### src/rtl/a2d_arbiter.sv
// a2d_arbiter -- shares one A2D converter between two requesters.
//   Requester 0 is the line-sensor sequencer; requester 1 is housekeeping.
//   Round-robin grant, then SETTLE_CLKS of emitter/sensor settle time,
//   then a one-cycle strt_cnv pulse, then wait for cnv_cmplt. The result
//   is returned on res with a one-cycle vld pulse to the owner.
//
// Ports:
//   clk, rst            clock, synchronous active-high reset
//   req0/chnnl0         requester 0 request (held until vld0) and channel
//   req1/chnnl1         requester 1 request (held until vld1) and channel
//   gnt0/gnt1           ownership of the converter
//   vld0/vld1           one-cycle result-valid pulse per requester
//   res                 last conversion result, held until next completion
//   busy                high whenever the arbiter is not idle
//   err                 one-cycle watchdog pulse (0 unless A2D_TIMEOUT_EN)
//   strt_cnv/chnnl      start pulse and channel to the A2D interface
//   cnv_cmplt/A2D_res   completion pulse and result from the A2D interface
//
// Build option: define A2D_TIMEOUT_EN to add a WAIT-state watchdog of
// TIMEOUT_CLKS cycles that completes the transaction with res=0 and err.
module a2d_arbiter #(
  parameter int SETTLE_CLKS  = 4096,
  parameter int TIMEOUT_CLKS = 1024
) (
  input  logic        clk,
  input  logic        rst,
  input  logic        req0,
  input  logic [2:0]  chnnl0,
  input  logic        req1,
  input  logic [2:0]  chnnl1,
  output logic        gnt0,
  output logic        gnt1,
  output logic        vld0,
  output logic        vld1,
  output logic [11:0] res,
  output logic        busy,
  output logic        err,
  output logic        strt_cnv,
  output logic [2:0]  chnnl,
  input  logic        cnv_cmplt,
  input  logic [11:0] A2D_res
);

  typedef enum logic [1:0] {IDLE = 2'd0, SETTLE = 2'd1, WAIT = 2'd2, DONE = 2'd3} state_t;

  state_t      state_q, state_d;
  logic [1:0]  gnt_q, gnt_d;     // one-hot owner: bit0 = req0, bit1 = req1
  logic [1:0]  vld_q, vld_d;
  logic        last_q, last_d;   // index of the requester served last
  logic [15:0] cnt_q, cnt_d;
  logic [2:0]  chnnl_q, chnnl_d;
  logic [11:0] res_q, res_d;
  logic        strt_q, strt_d;
  logic        busy_q, busy_d;
  logic        pick1;            // IDLE grant goes to requester 1
  logic        req_own;          // request line of the current owner

  // On a tie the requester that was not served last wins.
  assign pick1   = (req0 & req1) ? ~last_q : req1;
  assign req_own = gnt_q[1] ? req1 : req0;

`ifdef A2D_TIMEOUT_EN
  localparam int TW = (TIMEOUT_CLKS > 1) ? $clog2(TIMEOUT_CLKS) : 1;
  logic [TW-1:0] tcnt_q, tcnt_d;
  logic          err_q, err_d;
  assign err = err_q;
`else
  assign err = 1'b0;
`endif

  always_comb begin
    state_d = state_q;
    gnt_d   = gnt_q;
    vld_d   = 2'b00;
    last_d  = last_q;
    cnt_d   = cnt_q;
    chnnl_d = chnnl_q;
    res_d   = res_q;
    strt_d  = 1'b0;
`ifdef A2D_TIMEOUT_EN
    tcnt_d  = tcnt_q;
    err_d   = 1'b0;
`endif
    case (state_q)
      IDLE: begin
        // cnv_cmplt is deliberately not looked at here.
        if (req0 | req1) begin
          gnt_d   = pick1 ? 2'b10 : 2'b01;
          chnnl_d = pick1 ? chnnl1 : chnnl0;
          cnt_d   = '0;
          state_d = SETTLE;
        end
      end
      SETTLE: begin
        // An owner dropping its request wins over a due start pulse.
        if (!req_own) begin
          gnt_d   = 2'b00;
          last_d  = gnt_q[1];
          state_d = IDLE;
        end else if (cnt_q == 16'(SETTLE_CLKS - 1)) begin
          strt_d  = 1'b1;
          state_d = WAIT;
`ifdef A2D_TIMEOUT_EN
          tcnt_d  = '0;
`endif
        end else begin
          cnt_d = cnt_q + 16'd1;
        end
      end
      WAIT: begin
        if (cnv_cmplt) begin
          res_d = A2D_res;
          if (req_own) begin
            vld_d   = gnt_q;
            state_d = DONE;
          end else begin
            // Owner walked away: keep the result, skip the valid pulse.
            gnt_d   = 2'b00;
            last_d  = gnt_q[1];
            state_d = IDLE;
          end
        end
`ifdef A2D_TIMEOUT_EN
        else if (tcnt_q == TW'(TIMEOUT_CLKS - 1)) begin
          res_d   = 12'h000;
          vld_d   = gnt_q;
          err_d   = 1'b1;
          state_d = DONE;
        end else begin
          tcnt_d = tcnt_q + 1'b1;
        end
`endif
      end
      DONE: begin
        gnt_d   = 2'b00;
        last_d  = gnt_q[1];
        state_d = IDLE;
      end
      default: state_d = IDLE;
    endcase
    busy_d = (state_d != IDLE);
  end

  always_ff @(posedge clk) begin
    if (rst) begin
      state_q <= IDLE;
      gnt_q   <= 2'b00;
      vld_q   <= 2'b00;
      last_q  <= 1'b1;
      cnt_q   <= '0;
      chnnl_q <= 3'b000;
      res_q   <= 12'h000;
      strt_q  <= 1'b0;
      busy_q  <= 1'b0;
`ifdef A2D_TIMEOUT_EN
      tcnt_q  <= '0;
      err_q   <= 1'b0;
`endif
    end else begin
      state_q <= state_d;
      gnt_q   <= gnt_d;
      vld_q   <= vld_d;
      last_q  <= last_d;
      cnt_q   <= cnt_d;
      chnnl_q <= chnnl_d;
      res_q   <= res_d;
      strt_q  <= strt_d;
      busy_q  <= busy_d;
`ifdef A2D_TIMEOUT_EN
      tcnt_q  <= tcnt_d;
      err_q   <= err_d;
`endif
    end
  end

  assign gnt0     = gnt_q[0];
  assign gnt1     = gnt_q[1];
  assign vld0     = vld_q[0];
  assign vld1     = vld_q[1];
  assign res      = res_q;
  assign busy     = busy_q;
  assign strt_cnv = strt_q;
  assign chnnl    = chnnl_q;

endmodule

### config.mk
export PLATFORM = sky130hd
export DESIGN_NAME = a2d_arbiter
export DESIGN_NICKNAME = d
export VERILOG_FILES = /design/src/rtl/a2d_arbiter.sv
export SDC_FILE = /design/constraint.sdc
export NUM_CORES = 1
export LEC_CHECK = 0
export CAP_MARGIN = 15
export CORE_ASPECT_RATIO = 0.8
export CORE_UTILIZATION = 50
export CTS_BUF_LIST = sky130_fd_sc_hd__clkbuf_8 sky130_fd_sc_hd__clkbuf_16
export CTS_CLUSTER_DIAMETER = 100
export DETAILED_ROUTE_END_ITERATION = 10
export DONT_BUFFER_PORTS = 1
export SLEW_MARGIN = 20
export SYNTH_ARGS = -nofsm -noshare
export SYNTH_HDL_FRONTEND = slang
export SYNTH_SLANG_ARGS = --single-unit
### constraint.sdc
create_clock -name clk -period 2.7 [get_ports clk]
set_clock_uncertainty 0.1 [all_clocks]
set_input_delay 0.135 -clock clk [delete_from_list [all_inputs] [get_ports clk]]
set_output_delay 0.135 -clock clk [all_outputs]
set_load 0.02 [all_outputs]
==> flow_summary.json <==
{
  "run_status": "finished with violations",
  "violations": "hold timing",
  "worst_path_most_repeated_cell": "sky130_fd_sc_hd__a21oi_2",
  "buffer_ports.inserted": 0,
  "numCtsBuffers": 5,
  "synthesis.nets": 256,
  "synth.cell_area_mm2": 0.00187,
  "crit_fanout": 12,
  "cap_viol_max_count": 0,
  "antenna_violations_before_repair": 0,
  "final_nets": 273,
  "rows": 19,
  "synth_xor_area_share_pct": 3.28,
  "holdCritStartpoint": "chnnl1[0]",
  "synth_enable_flop_cells": 0,
  "cts_setup_buffers": 0,
  "insertion_delay_ns": 0.29,
  "critical_path_start": "cnt_q[15]",
  "end_kind": "register",
  "postRouteAntennaNets": 0,
  "synth.mux.area_fraction_pct": 3.28,
  "cts-root-to-sink-buffers": 2,
  "timing.critical_path.depth": 5,
  "grt_pass1_wl_um": 7000,
  "die_x_um": 70.3,
  "timing.critical_path.required_ns": 2.78,
  "detail_route.iter0.violations": 90,
  "timing.max_slew.rel_slack_pct": 35.5,
  "yosys-top-cells-area": "sky130_fd_sc_hd__dfxtp_1 (43%), sky130_fd_sc_hd__nand2_1 (7.6%), sky130_fd_sc_hd__a21oi_1 (5.1%), sky130_fd_sc_hd__nor2_1 (4.6%), sky130_fd_sc_hd__ha_1 (3.4%)",
  "post_drt_wl_per_cell_um": 14.7,
  "ys_seq_elements": 40,
  "hold_viol_final": 1,
  "worstPathBufferInverterCount": 0,
  "synth-main-ff-cell": "sky130_fd_sc_hd__dfxtp_1",
  "area_growth_pct": 16.2,
  "max_clock_freq_ghz": 0.399,
  "power_density_mw_per_mm2": 542,
  "netlist.top_cell.by_area": "sky130_fd_sc_hd__dfxtp_1",
  "async_flop_share_pct": 0,
  "synth-compound-area-share_pct": 17.7,
  "timing.critical_path.max_delay_family": "simple AND/OR/NAND/NOR gates",
  "setup_tns_ns": 0,
  "yosysSeqAreaShare_pct": 42.9,
  "floorplan.die_area_mm2": 0.00398,
  "slowest_delay_ns": 0.66,
  "final.min_clock_period_ns": 2.51,
  "worst_setup_hold_path_clk_slew_ns": 0.07,
  "rr_startpoint": "cnt_q[15]",
  "numClockSinks": 40,
  "grt_start_max_net_pins": 28,
  "drc_markers": 0,
  "first_global_vias": 1611,
  "synthSimpleGateAreaFrac_pct": 24.8,
  "cts_htree_levels": 2,
  "detail_route.wirelength_um": 4210,
  "max_slew_violation_count": 0,
  "initial_utilization_pct": 53.4,
  "hold_path.class": "primary input to register",
  "synth_warnings": 0,
  "total_leakage_power_nw": 0.743,
  "floorplan.core_area_mm2": 0.00349,
  "cts_resized": 0,
  "gpl.final_weighted_congestion": 0.773,
  "root_buffer": "sky130_fd_sc_hd__clkbuf_8",
  "r2r_cells": 5,
  "detail_route.first_pass.iterations": 4,
  "setup_viol": 0,
  "crit_chain": "or4_4 > or4_1 > a21oi_2 > or3_1 > a21oi_2",
  "critPathSlowestCell": "sky130_fd_sc_hd__or4_1",
  "timing.setup.critical_path_class": "register to register",
  "ctsHoldBuffers": 18,
  "rsz0062_at_grt": "no",
  "smallest_hold_slack_ns": -0.00327,
  "post_synth_num_cell_types": 45,
  "antenna_cells": 0,
  "dieHeight_um": 56.7,
  "min_delay_path_depth": 2,
  "synth_top_area_share_pct": 42.9,
  "critPathLaunchType": "register",
  "fin_crit_sh_pct": 92.8,
  "syn-instance-count": 228,
  "power.ir.vdd_worst_v": 0.000391,
  "cp.arrival_ns": 2.59,
  "num_vias": 1642,
  "main_combinational_cell_family_by_area_after_synthesis": "simple AND/OR/NAND/NOR gates",
  "num_io_pins": 45,
  "place.detailed.hpwl_um": 2960,
  "postSynthAreaPerCell_um2": 8.19,
  "yosys.area_share.adder_pct": 3.35,
  "global_route.usage.total_pct": 22.0,
  "worst_margin_pin_slew_ns": 0.964,
  "tritoncts": "built",
  "globalRouteOverflowTotal": 0,
  "via_per_inst": 5.72,
  "post_route_cells_drive_above_1_share_pct": 7.76
}
[stage by stage]
| step | std cells | area (um2) | util [%] | total power [W] | worst slack (ns) |
|---|---|---|---|---|---|
| final | 287 | 2170 | 62.0 | 0.00118 | 0.195 |
| after global placement | 262 | 1890 | 54.1 | 0.000748 | 0.362 |
| after global routing | 287 | 2170 | 62.0 | 0.00123 | 0.0835 |
| after floorplan | 228 | 1870 | - | 0.000729 | 0.533 |
| after detailed placement | 262 | 1890 | 54.1 | 0.000750 | 0.255 |
| after CTS | 287 | 2170 | 62.0 | 0.00119 | 0.231 |
[cells in the final DEF (no fill, tap or decap), types with 6 or more instances in the layout]
cell type,n
sky130_fd_sc_hd__or3_1,6
sky130_fd_sc_hd__clkbuf_8,7
sky130_fd_sc_hd__dlygate4sd3_1,18
sky130_fd_sc_hd__nor2_1,23
sky130_fd_sc_hd__dfxtp_1,40
sky130_fd_sc_hd__o21ai_1,7
sky130_fd_sc_hd__inv_1,7
sky130_fd_sc_hd__a21oi_1,19
sky130_fd_sc_hd__nand2_1,38
[metal layers]
metal	up-vias	share of wire, %	global-route usage, %
li1	818	-	-
met1	750	47	28.4
met2	69	46	37.0
met3	5	6.5	5.21
met4	0	0.78	6.00
met5	-	0	0
[power by group]
group,leakage [nW],total (W),switching (W),internal [W]
clock network,0.0503,0.000411,0.000183,0.000227
registers,0.324,0.000629,0.0000241,0.000605
logic,0.369,0.000136,0.0000775,0.0000587
[layout make-up]
cell class,count,area (um2)
clock buffers,7,96.3
well taps,42,52.6
repair buffers,22,210
multi-input cells,169,982
fillers,309,1330
flip-flops and latches,40,801
inverters,7,26.3
[kinds of logic after synthesis]
group,Yosys count
mux,6
simple gates,98
other cells,1
compound gates,52
flops,40
xor+xnor,7
buf+inv,19
fa+ha+maj,5
[sequential cells by signal, indices dropped and copies added, names as in the netlist, 2 cells and up]
| register | flops |
|---|---|
| state_q | 2 |
| res | 12 |
| chnnl | 3 |
| cnt_q | 16 |
| vld_q | 2 |
| gnt_q | 2 |
[worst reg2reg max path, stage by stage (launching register included)]
cell,delay (ns)
sky130_fd_sc_hd__dfxtp_1,0.33
sky130_fd_sc_hd__or4_4,0.55
sky130_fd_sc_hd__or4_1,0.66
sky130_fd_sc_hd__a21oi_2,0.49
sky130_fd_sc_hd__or3_1,0.21
sky130_fd_sc_hd__a21oi_2,0.06
[cells in the mapped netlist, types with 2 or more instances]
library cell	number
sky130_fd_sc_hd__a32oi_1	2
sky130_fd_sc_hd__nand3_1	5
sky130_fd_sc_hd__nand2_1	38
sky130_fd_sc_hd__nand4_1	3
sky130_fd_sc_hd__ha_1	5
sky130_fd_sc_hd__a21oi_1	19
sky130_fd_sc_hd__inv_1	7
sky130_fd_sc_hd__buf_1	3
sky130_fd_sc_hd__dfxtp_1	40
sky130_fd_sc_hd__or4_1	2
sky130_fd_sc_hd__or3_1	6
sky130_fd_sc_hd__o21ai_1	7
sky130_fd_sc_hd__o21ai_0	5
sky130_fd_sc_hd__nor2_1	23
sky130_fd_sc_hd__mux2i_1	5
sky130_fd_sc_hd__clkbuf_1	6
sky130_fd_sc_hd__and2_1	3
sky130_fd_sc_hd__nand2b_1	2
sky130_fd_sc_hd__nor4_1	3
sky130_fd_sc_hd__xnor2_1	2
sky130_fd_sc_hd__xor2_1	5
sky130_fd_sc_hd__o211ai_1	4
sky130_fd_sc_hd__a211oi_1	3
sky130_fd_sc_hd__a21oi_2	5
sky130_fd_sc_hd__nor3_1	5
[worst paths after layout]
path	slack (ns)	to
worst max-delay path	0.19	cnt_q[13]
worst min-delay path	-0.003	chnnl[0]
worst max register to register	0.19	cnt_q[13]
worst min register to register	0.40	cnt_q[0]
Note: power is estimated with default switching activity, not from simulation.
